--- config.mk ---
export PLATFORM = sky130hd
export DESIGN_NAME = bcd_field_counter
export DESIGN_NICKNAME = d
export VERILOG_FILES = /design/src/rtl/bcd_field_counter.sv
export SDC_FILE = /design/constraint.sdc
export NUM_CORES = 1
export LEC_CHECK = 0
export CAP_MARGIN = 5
export CORE_AREA = 2 2 72 47
export CTS_CLUSTER_DIAMETER = 60
export DETAILED_ROUTE_END_ITERATION = 16
export DIE_AREA = 0 0 74 49
export HOLD_SLACK_MARGIN = 0.02
export PLACE_DENSITY_LB_ADDON = 0.3
export REMOVE_ABC_BUFFERS = 1
export SLEW_MARGIN = 20
export SYNTH_ARGS = -nofsm -noshare
export SYNTH_HDL_FRONTEND = slang
export SYNTH_SLANG_ARGS = --single-unit
--- constraint.sdc ---
create_clock -name clk -period 4.46 [get_ports clk]
set_clock_uncertainty 0.15 [all_clocks]
set_input_delay 0.669 -clock clk [delete_from_list [all_inputs] [get_ports clk]]
set_output_delay 0.669 -clock clk [all_outputs]
set_load 0.05 [all_outputs]
--- src/rtl/bcd_field_counter.sv ---
// Multi-digit BCD up/down counter for one time field (seconds, minutes or hours).
// Wraps within [MIN_VAL, MAX_VAL], accepts validated loads, and emits same-cycle carry/borrow for chaining.
module bcd_field_counter #(
   parameter int NUM_DIGITS = 2,
   parameter int MIN_VAL    = 0,
   parameter int MAX_VAL    = 59,
   parameter int RESET_VAL  = 0
) (
   input  logic                    clk,
   input  logic                    reset,
   input  logic                    inc,
   input  logic                    dec,
   input  logic                    set,
   input  logic [4*NUM_DIGITS-1:0] new_val,
   output logic [4*NUM_DIGITS-1:0] Q,
   output logic                    at_max,
   output logic                    at_min,
   output logic                    carry,
   output logic                    borrow,
   output logic                    set_err
);

   localparam int W = 4*NUM_DIGITS;

   if (NUM_DIGITS < 1 || MIN_VAL < 0 || MIN_VAL >= MAX_VAL || MAX_VAL >= 10**NUM_DIGITS) begin : g_bad_range
      $error("bcd_field_counter: need 0 <= MIN_VAL < MAX_VAL < 10**NUM_DIGITS");
   end
   if (RESET_VAL < MIN_VAL || RESET_VAL > MAX_VAL) begin : g_bad_reset
      $error("bcd_field_counter: RESET_VAL must lie in [MIN_VAL, MAX_VAL]");
   end

   function automatic logic [W-1:0] to_bcd(input int v);
      logic [W-1:0] r;
      int           t;
      r = '0;
      t = v;
      for (int i = 0; i < NUM_DIGITS; i++) begin
         r[4*i +: 4] = 4'(t % 10);
         t           = t / 10;
      end
      return r;
   endfunction

   localparam logic [W-1:0] MIN_BCD   = to_bcd(MIN_VAL);
   localparam logic [W-1:0] MAX_BCD   = to_bcd(MAX_VAL);
   localparam logic [W-1:0] RESET_BCD = to_bcd(RESET_VAL);

   // Ripple a +1 through the digits: a 9 rolls to 0 and passes the carry on.
   function automatic logic [W-1:0] bcd_inc(input logic [W-1:0] v);
      logic [W-1:0] r;
      logic         c;
      r = v;
      c = 1'b1;
      for (int i = 0; i < NUM_DIGITS; i++) begin
         if (c) begin
            if (v[4*i +: 4] == 4'd9) begin
               r[4*i +: 4] = 4'd0;
            end else begin
               r[4*i +: 4] = v[4*i +: 4] + 4'd1;
               c           = 1'b0;
            end
         end
      end
      return r;
   endfunction

   function automatic logic [W-1:0] bcd_dec(input logic [W-1:0] v);
      logic [W-1:0] r;
      logic         b;
      r = v;
      b = 1'b1;
      for (int i = 0; i < NUM_DIGITS; i++) begin
         if (b) begin
            if (v[4*i +: 4] == 4'd0) begin
               r[4*i +: 4] = 4'd9;
            end else begin
               r[4*i +: 4] = v[4*i +: 4] - 4'd1;
               b           = 1'b0;
            end
         end
      end
      return r;
   endfunction

   logic           digits_ok;
   logic           load_ok;
   logic [W-1:0]   up_next;
   logic [W-1:0]   down_next;

   // NOTE: every variable written here gets a default first so no latch is inferred.
   always_comb begin
      digits_ok = 1'b1;
      for (int i = 0; i < NUM_DIGITS; i++) begin
         if (new_val[4*i +: 4] > 4'd9) digits_ok = 1'b0;
      end
      // With all digits <= 9, unsigned order of the packed BCD word equals decimal order.
      load_ok   = digits_ok && (new_val >= MIN_BCD) && (new_val <= MAX_BCD);
      up_next   = at_max ? MIN_BCD : bcd_inc(Q);
      down_next = at_min ? MAX_BCD : bcd_dec(Q);
   end

   assign at_max = (Q == MAX_BCD);
   assign at_min = (Q == MIN_BCD);
   assign carry  = inc & ~dec & at_max & ~set & ~reset;
   assign borrow = dec & ~inc & at_min & ~set & ~reset;

   // NOTE: sequential state uses non-blocking assignments so all registers update together.
   always_ff @(posedge clk) begin
      if (reset) begin
         Q       <= RESET_BCD;
         set_err <= 1'b0;
      end else if (set) begin
         set_err <= ~load_ok;
         if (load_ok) Q <= new_val;
      end else begin
         set_err <= 1'b0;
         if (inc && !dec)      Q <= up_next;
         else if (dec && !inc) Q <= down_next;
      end
   end

endmodule

# Word level (Yosys, flattened, before mapping)
# Index checks and enable logic that the tools add are counted.
totals:
  out_inout_bits: 13
  in_bits: 13
  regBits: 9
op_classes:
  mux: 16
  order_cmp: 4
  n_eq_ne: 5
  addsub: 4
  n_reduce_logical: 14
  bitwise: 13
op_table:
  columns: ["operator", "count"]
  rows:
  - ["$mux W8", 6]
  - ["$mux W4", 6]
  - ["$add A4 B1 Y4 const B", 2]
  - ["$and A1 B1 Y1", 8]
  - ["$eq A4 B4 Y1 const B", 2]
  - ["$eq A8 B7 Y1 const B", 1]
  - ["$ge A8 B1 Y1 const B", 1]
  - ["$gt A4 B4 Y1 const B", 2]
  - ["$le A8 B7 Y1 const B", 1]
  - ["$logic_not A4 Y1", 2]
  - ["$logic_not A8 Y1", 1]
  - ["$sub A4 B1 Y4 const B", 2]
  - ["$not A1 Y1", 5]
  - ["$logic_and A1 B1 Y1", 4]
  - ["$mux W1", 4]
  - ["$ne A4 B4 Y1 const B", 1]
  - ["$reduce_and A4 Y1", 1]
  - ["$reduce_bool A4 Y1", 1]
  - ["$reduce_bool A3 Y1", 1]
  - ["$logic_not A1 Y1", 2]
  - ["$ne A2 B1 Y1 const B", 1]
  - ["$reduce_and A2 Y1", 1]
  - ["$reduce_or A2 Y1", 1]

# Longest topological paths before layout
# Gate-level depths: netlist of the first run.
depth:
  depth_word: 7
  ltp_mapped: 8

# Least setup slack after synthesis of the first run
# No wires, ideal clock.
synth_timing:
  path_type: "reg2out"
  startpoint: "register Q[0]"
  endpoint: "output carry"
  arrival_ns: 4.605
  slack_ns: -0.964
  stages_incl_launch_ff: 5
  required_ns: 3.641
  n_path_buf: 0
  path_cell_list: "dfxtp_1 ha_1 nand3b_1 nor4b_1 nor4b_1"
synth_between:
  elab_chain_cells: 4
synth_rtl:
  columns: ["item", "line_no", "text"]
  rows:
  - ["from (decl)", "15", "output logic [4*NUM_DIGITS-1:0] Q,"]
  - ["from (signal assigned)", "114", "if (load_ok) Q <= new_val;"]
  - ["from (signal assigned)", "117", "if (inc && !dec) Q <= up_next;"]
  - ["from (signal assigned)", "118", "else if (dec && !inc) Q <= down_next;"]
  - ["$eq A8 B7 Y1", "102", "assign at_max = (Q == MAX_BCD);"]
  - ["named net at_max", "16", "output logic at_max,"]
  - ["$and A1 B1 Y1 (3 in series)", "104", "assign carry = inc & ~dec & at_max & ~set & ~reset;"]
  - ["to (decl)", "18", "output logic carry,"]
# The timed path passes the listed nets, and every way through them passes these cells.

# Worst setup path after layout of the first run
layout_timing:
  startpoint: "register Q[0]"
  endpoint: "output borrow"
layout_between:
  elab_chain_cells: 4
layout_rtl:
  columns: ["item", "line_no", "text"]
  rows:
  - ["$logic_not A8 Y1", "103", "assign at_min = (Q == MIN_BCD);"]
  - ["$and A1 B1 Y1 (3 in series)", "105", "assign borrow = dec & ~inc & at_min & ~set & ~reset;"]
  - ["to (decl)", "19", "output logic borrow,"]
# Every way passes these cells.

==> flow_summary.ini, run 1 <==
[setup_path]
rr_startpoint = Q[0]$_SDFFE_PP0P_
reg2reg_to = Q[5]$_SDFFE_PP0P_
crit_fanout = 8
cp.arrival_ps = 2840
cp-start-kind = flip-flop
critPathCaptureType = output pin
required_ps = 3640
ff2ff_setup_slack_ps = 2020
worst-setup-path-type = reg -> out
ff2ff_path_depth = 7

[cells_and_area]
seq_area_um2 = 180
areaGrowthSynthToFinish_pct = 36.4
design_area_mm2 = 0.00115
multiInputGateArea_um2 = 579
layout-drive-gt1-share = 0.0522
antenna_cells = 0
nets = 151
fillers = 318
final_util = 0.381

[power_and_ir_drop]
power.share.sequential = 0.307
p_comb_frac = 0.398
switching_share = 0.392
p_leak_nw = 0.396
vdd_drop_max_mv = 0.112
internal-power_mw = 0.207
switchingPower_mw = 0.133
pwr_density_cell_mw_per_mm2 = 295
p_clk_frac = 0.295
p_total_mw = 0.340

[sta]
worstMarginPinSlew_ps = 568
drv_slew = 0
fin_crit_sh = 0.819
relSlewSlack = 0.619
hold_violations = 0
fmax_mhz = 274
finalSetupViolations = 0
rsz0062_at_grt = no
period_needed_ps = 3650

[global_route]
antenna_found_initial = 0
gr-total-overflow = 0
grt_max_degree = 17
grt_pass1_vias = 784
track_usage = 0.141
grt_pass1_wl_um = 3930

[cts]
clk_latency_ps = 240
cts_buffers = 3
ctsResizeCount = 0
postCtsHoldBufs = 0
clk_pin_slew_ps = 50
tritoncts = built
clockBufferDepth = 2
cts_root_buf = clkbuf_8
postCtsSetupRepairBufs = 0
clock-sinks = 9
ctsHtreeMaxLevel = 1

[placed_design]
port-buffer-count = 25
placed_area_mm2 = 0.00111
routabilityCongestion = 0.894
place.detailed.hpwl_um = 1730

[floorplanning]
initial_utilization = 0.279
core_area_mm2 = 0.00302
die_h_um = 49
pin_count = 26
placementRows = 16
dieArea_mm2 = 0.00363
chipWidth_um = 74

[worst_hold_path]
min_to = Q[1]$_SDFFE_PP0P_
min_path_cells = 2
hold_start = Q[1]$_SDFFE_PP0P_
hp-class = reg -> reg

[route]
wire_per_inst_um = 13.3
vias = 912
wirelength_um = 2380
drt_iter0_drc = 58
drc = 0
viasPerCell = 5.09
first_pass_iters = 5
ant_nets = 0

[yosys]
synth_top_cell_area_share = 0.213
netlist_instances = 115
synth_seq_cells = 9
ys_types = 39
yosysSeqAreaShare = 0.213
synth.avg_cell_area_um2 = 7.34
syn_area_um2 = 845
yosys_warnings = 0
yosys.area.top_type = dfxtp_1
synthTopCellsByArea = dfxtp_1 21%, a21oi_1 5.3%, o21ai_0 4.7%

[job]
cap_violations = 0

[run_status]
status = finished clean
per-stage QoR:
stage	setup TNS [ps]	setup WS [ps]	std cells	hold slack, ps
5_1_grt	0	625	179	441
2_1_floorplan	-1480	-981	103	568
6_report	0	805	179	410
3_3_place_gp	0	1020	175	397
3_5_place_dp	0	985	175	407
4_1_cts	0	789	179	416
kinds of logic after synthesis:
kind of cell | after synthesis | share of synthesized area
AOI/OAI and AO/OA | 42 | 0.347
and+or+nand+nor | 40 | 0.274
buffers and inverters | 19 | 0.101
DFF | 9 | 0.213
adders and majority gates | 3 | 0.0444
xor gates and xnor gates | 2 | 0.0207
registers in the layout, indices dropped and copies added (netlist names):
signal   flops
Q            8
set_err      1
synthesized netlist by cell type (all sizes together):
cell     count
nor3b        1
xor2         1
buf          5
a211oi       5
o41ai        4
nand3        6
or3b         1
a32o         1
o21bai       1
nor4b        3
a311oi       1
and3         1
ha           3
inv          7
a21oi        9
a2111oi      2
a31oi        1
xnor2        1
a221o        1
or3          1
a21bo        1
nor2         3
a22oi        1
nor3         6
nand2b       4
dfxtp        9
clkbuf       7
nand3b       4
o2bb2ai      1
nor2b        5
nand2        5
o211ai       1
a2111o       1
o21ai       10
o22ai        2
worst max-delay path: stages (launching register included):
cell and delay (ps):
dfxtp_1 380, inv_1 100, ha_1 210, or3b_1 470, nor3_1 240, nor4b_1 310, clkdlybuf4s50_1 880
how the worst max path moves through the flow:
stage / from / end / slack, ps / depth (start not counted)
after detailed placement: reset / borrow / 990 / 3
after global placement: dec / carry / 1020 / 4
final: Q[0]$_SDFFE_PP0P_ / borrow / 810 / 6
after CTS: Q[0]$_SDFFE_PP0P_ / borrow / 790 / 6
after floorplan: Q[0]$_SDFFE_PP0P_ / carry / -980 / 4
after global routing: Q[0]$_SDFFE_PP0P_ / borrow / 620 / 6
power by group through the flow:
stage                     clock network, mW  registers (mW)  logic, mW
after floorplan                           0           0.126     0.0647
after global placement                    0           0.106      0.134
after detailed placement                  0           0.106      0.134
after CTS                             0.105           0.104      0.135
after global routing                  0.112           0.106      0.146
final                                 0.100           0.104      0.135
final cells by class:
| class | instances | share of cell area |
|---|---|---|
| Multi-Input combinational cell | 87 | 0.503 |
| Sequential cell | 9 | 0.156 |
| Clock buffer | 4 | 0.0391 |
| Inverter | 7 | 0.0228 |
| Timing Repair Buffer | 27 | 0.230 |
| Tap cell | 45 | 0.0489 |
metal layers:
layer / track usage / vias to the layer above / share of wire
met4: 0.0364 / 0 / 0.0051
met1: 0.211 / 412 / 0.49
met5: 0 / - / 0
met3: 0.0537 / 2 / 0.098
met2: 0.186 / 32 / 0.40
li1: - / 466 / -
layout by cell type, fill, tap and decap left out, types with 2 or more instances in the layout:
cell             count
nand2b_1             4
clkdlybuf4s50_1     25
nor2_1               3
o22ai_1              2
o41ai_1              3
a2111oi_0            2
nor2b_1              5
dfxtp_1              9
o21ai_0              8
clkbuf_8             3
a211oi_1             5
buf_4                2
inv_1                7
nand3_1              6
a21oi_1              9
nand3b_1             4
o21ai_1              2
nor3_1               6
nor4b_1              3
ha_1                 3
nand2_1              5
No activity file was read; power rests on OpenSTA's default activity.
==> run 2: changes to the inputs <==
==> constraint.sdc (replaced) <==
create_clock -name clk -period 3.5 [get_ports clk]
set_clock_uncertainty 0.15 [all_clocks]
set_input_delay 0.525 -clock clk [delete_from_list [all_inputs] [get_ports clk]]
set_output_delay 0.525 -clock clk [all_outputs]
set_load 0.05 [all_outputs]
==> flow_summary.ini, run 2 (synthesis gave the netlist of run 1 again) <==
[sta]
finalSetupViolations = 0
hold_violations = 0
drv_slew = 0
period_needed_ps = 3250
relSlewSlack = 0.588
fmax_mhz = 308
rsz0062_at_grt = no
worstMarginPinSlew_ps = 614
holdWs_ps = 392
fin_crit_sh = 0.928

[cells_and_area]
final_util = 0.388
nets = 153
layout_common_cells = 23 x clkdlybuf4s50_1, 9 x dfxtp_1, 9 x a21oi_1, 8 x o21ai_0, 7 x inv_1
design_area_mm2 = 0.00117
largest_registers = Q: 8 flops, set_err: 1 flops
largest-register = Q
areaGrowthSynthToFinish_pct = 38.8
layout-drive-gt1-share = 0.0662
antenna_cells = 0
layout_commonest_cell = clkdlybuf4s50_1
largest_reg_flops = 8

[setup_path]
crit_family = buffers and inverters
cp-start-kind = flip-flop
ff2ff_path_depth = 7
rr_startpoint = Q[0]$_SDFFE_PP0P_
crit_fanout = 8
ff2ff_setup_slack_ps = 1010
slowest_delay_ps = 870
reg2reg_to = Q[5]$_SDFFE_PP0P_
worst-setup-path-type = reg -> out
required_ps = 2820
cp.arrival_ps = 2570
crit_slowest_cell = clkdlybuf4s50_1
critPathCaptureType = output pin
crit_chain = inv_1 -> ha_1 -> or3b_1 -> nor3_1 -> clkdlybuf4s50_1
path_buf_inv = 2

[cts]
cts_buffers = 3
cts_root_buf = clkbuf_8
clockBufferDepth = 2
tritoncts = built
clk_latency_ps = 240
clock-sinks = 9
clk_pin_slew_ps = 50
postCtsHoldBufs = 0
ctsHtreeMaxLevel = 1

[route]
viasPerCell = 4.99
ant_nets = 0
wirelength_um = 2420
wire_per_inst_um = 13.3
first_pass_iters = 4
vias = 904
drt_iter0_drc = 95
drc = 0

[power_and_ir_drop]
p_leak_nw = 0.442
pwr_density_cell_mw_per_mm2 = 373
p_total_mw = 0.438
vdd_drop_max_mv = 0.131

[worst_hold_path]
hold_start = Q[1]$_SDFFE_PP0P_
min_path_cells = 2
hp-class = reg -> reg
min_to = Q[1]$_SDFFE_PP0P_

[placed_design]
place.detailed.hpwl_um = 1800
port-buffer-count = 25
placed_area_mm2 = 0.00112
routabilityCongestion = 0.847

[floorplanning]
pin_count = 26
chipWidth_um = 74
core_area_mm2 = 0.00302
dieArea_mm2 = 0.00363
initial_utilization = 0.279
die_h_um = 49
placementRows = 16

[run_status]
status = finished clean

[global_route]
grt_pass1_wl_um = 3820
track_usage = 0.134
gr-total-overflow = 0
grt_pass1_vias = 764
grt_max_degree = 17
antenna_found_initial = 0

[job]
cap_violations = 0
## run 2: worst reg2reg max path, delay by kind of cell, from the launching register on
kind,cells,cell delay [ps]
AOI/OAI and AO/OA,4,1010
and+or+nand+nor,1,460
DFF,1,390
adders and majority gates,1,240
buffers and inverters,1,110
## run 2: area by class of cell
class,instances,area (um2)
clock buffers,4,45.0
multi-input cells,87,579
flip-flops and latches,9,180
repair buffers,29,285
inverters,7,26.3
well taps,45,56.3
fillers,307,1850
## run 2: per-layer routing
metal	up-vias	global-route usage	share of wire
li1	474	-	-
met1	392	0.211	0.51
met2	36	0.168	0.40
met3	2	0.0475	0.080
met4	0	0.0273	0.0046
met5	-	0	0
## run 2: timing repair
action                                  in CTS  in global routing
buffers inserted                             0                  0
endpoints found under the setup margin       0                  2
gates resized for setup                      0                  2
## run 2: how the worst max path moves through the flow
stage	cells after the start	end	startpoint	slack [ps]
after floorplan	4	carry	Q[0]$_SDFFE_PP0P_	-1800
after global placement	6	borrow	Q[0]$_SDFFE_PP0P_	390
after detailed placement	6	borrow	Q[0]$_SDFFE_PP0P_	280
after CTS	6	borrow	Q[0]$_SDFFE_PP0P_	30
after global routing	5	at_min	Q[0]$_SDFFE_PP0P_	140
final	5	at_min	Q[0]$_SDFFE_PP0P_	250
## run 2: stage by stage
stage               setup TNS [ps]  setup slack, ps  instances
floorplan                    -3180            -1800        103
global route                     0              143        181
detailed placement               0              279        177
CTS                              0             29.2        181
finish                           0              253        181
global placement                 0              392        177
## run 2: report_power, final
part / leakage (nW) / internal (mW) / total [mW] / switching [mW]
clock: 0.0228 / 0.0800 / 0.128 / 0.0481
combinational: 0.346 / 0.0732 / 0.176 / 0.103
sequential: 0.0741 / 0.112 / 0.134 / 0.0219
==> run 3: changes to the inputs <==
--- a/config.mk
+++ b/config.mk
@@ -6,10 +6,10 @@
 export NUM_CORES = 1
 export LEC_CHECK = 0
 export CAP_MARGIN = 5
-export CORE_AREA = 2 2 72 47
+export CORE_AREA = 2 2 46 48
 export CTS_CLUSTER_DIAMETER = 60
 export DETAILED_ROUTE_END_ITERATION = 16
-export DIE_AREA = 0 0 74 49
+export DIE_AREA = 0 0 48 50
 export HOLD_SLACK_MARGIN = 0.02
 export PLACE_DENSITY_LB_ADDON = 0.3
 export REMOVE_ABC_BUFFERS = 1
==> flow_summary.ini, run 3 (synthesis gave the netlist of run 1 again) <==
[route]
ant_nets = 0
wirelength_um = 2270
drt_iter0_drc = 24
vias = 941
wire_per_inst_um = 13.9
viasPerCell = 5.74
drc = 0
first_pass_iters = 4

[cts]
clock-sinks = 9
cts_buffers = 3
postCtsHoldBufs = 0
clockBufferDepth = 2
clk_latency_ps = 250
clk_pin_slew_ps = 60
tritoncts = built
cts_root_buf = clkbuf_4
ctsHtreeMaxLevel = 1

[global_route]
antenna_found_initial = 0
gr-total-overflow = 0
grt_pass1_wl_um = 3800
grt_max_degree = 20
grt_pass1_vias = 832
track_usage = 0.211

[floorplanning]
pin_count = 26
die_h_um = 50
chipWidth_um = 48
dieArea_mm2 = 0.00240
core_area_mm2 = 0.00190
placementRows = 16
initial_utilization = 0.444

[worst_hold_path]
min_to = Q[1]$_SDFFE_PP0P_
min_path_cells = 2
hold_start = Q[1]$_SDFFE_PP0P_
hp-class = reg -> reg

[cells_and_area]
largest_registers = Q: 8 flops, set_err: 1 flops
largest-register = Q
final_util = 0.599
multiInputGateArea_um2 = 579
antenna_cells = 0
areaGrowthSynthToFinish_pct = 34.8
layout-drive-gt1-share = 0.0730
seq_area_um2 = 180
largest_reg_flops = 8
layout_commonest_cell = clkdlybuf4s50_1
fillers = 189
layout_common_cells = 23 x clkdlybuf4s50_1, 9 x dfxtp_1, 9 x a21oi_1, 8 x o21ai_0, 7 x inv_1
nets = 154

[sta]
finalSetupTns_ps = 0
hold_violations = 0
relSlewSlack = 0.646
drv_slew = 0
worstMarginPinSlew_ps = 530
rsz0062_at_grt = no
finalSetupViolations = 0
fmax_mhz = 309
period_needed_ps = 3240
fin_crit_sh = 0.925

[power_and_ir_drop]
pwr_density_cell_mw_per_mm2 = 339
p_leak_nw = 0.440
p_total_mw = 0.386
vdd_drop_max_mv = 0.226

[setup_path]
required_ps = 2820
rr_startpoint = Q[0]$_SDFFE_PP0P_
reg2reg_to = Q[5]$_SDFFE_PP0P_
ff2ff_setup_slack_ps = 1070
slowest_delay_ps = 860
crit_slowest_cell = clkdlybuf4s50_1
cp-start-kind = flip-flop
ff2ff_path_depth = 7
critPathCaptureType = output pin
cp.arrival_ps = 2560
crit_chain = inv_1 -> ha_1 -> or3b_1 -> nor3_1 -> clkdlybuf4s50_1
crit_fanout = 8
worst-setup-path-type = reg -> out

[placed_design]
port-buffer-count = 25
routabilityCongestion = 0.850
place.detailed.hpwl_um = 1660

[run_status]
status = finished clean

[job]
cap_violations = 0
==> run 3: changes by cell type in the layout (fill, tap and decap cells not counted), sizes merged <==
cell  previous run  this run
buf              4         5
==> run 3: how the worst max path moves through the flow <==
stage / startpoint / to / cells past startpoint
finish: Q[0]$_SDFFE_PP0P_ / at_min / 5
global placement: Q[0]$_SDFFE_PP0P_ / borrow / 6
CTS: Q[0]$_SDFFE_PP0P_ / borrow / 6
detailed placement: Q[0]$_SDFFE_PP0P_ / borrow / 6
floorplan: Q[0]$_SDFFE_PP0P_ / carry / 4
global route: Q[0]$_SDFFE_PP0P_ / at_min / 5
==> run 3: critical path: cells and delay by family, from the launching register on <==
family / cells / cell delay [ps]
flip-flops: 1 / 380
adder cells (fa/ha/maj): 1 / 230
AND/OR/NAND/NOR: 2 / 730
buffers and inverters: 2 / 970
==> run 3: layer usage <==
metal	track usage	up-vias	wire, um
li1	-	483	-
met3	0.0147	2	86
met5	0	-	0
met4	0.0541	0	7
met1	0.352	433	1140
met2	0.284	23	1040
==> run 3: final cells by class <==
| cell class | count | share of cell area |
|---|---|---|
| Clock buffer | 4 | 0.0231 |
| Multi-Input combinational cell | 87 | 0.509 |
| Inverter | 7 | 0.0231 |
| Tap cell | 27 | 0.0297 |
| Sequential cell | 9 | 0.158 |
| Timing Repair Buffer | 30 | 0.257 |
==> run 3: repair_timing <==
item | CTS | global route
gates resized for setup | 0 | 2
setup buffers | 0 | 0
setup endpoints to repair | 0 | 2
==> run 3: through the flow <==
stage | instance area, um2 | cells | hold slack, ps | worst slack [ps]
finish | 1140 | 164 | 400 | 263
global route | 1140 | 164 | 446 | 122
CTS | 1130 | 164 | 400 | 42.2
detailed placement | 1110 | 160 | 396 | 330
global placement | 1110 | 160 | 368 | 397
floorplan | 786 | 103 | 444 | -1800
==> run 3: power by group <==
part	switching, mW	internal (mW)
logic	0.104	0.0741
registers	0.0189	0.112
clock network	0.0334	0.0437
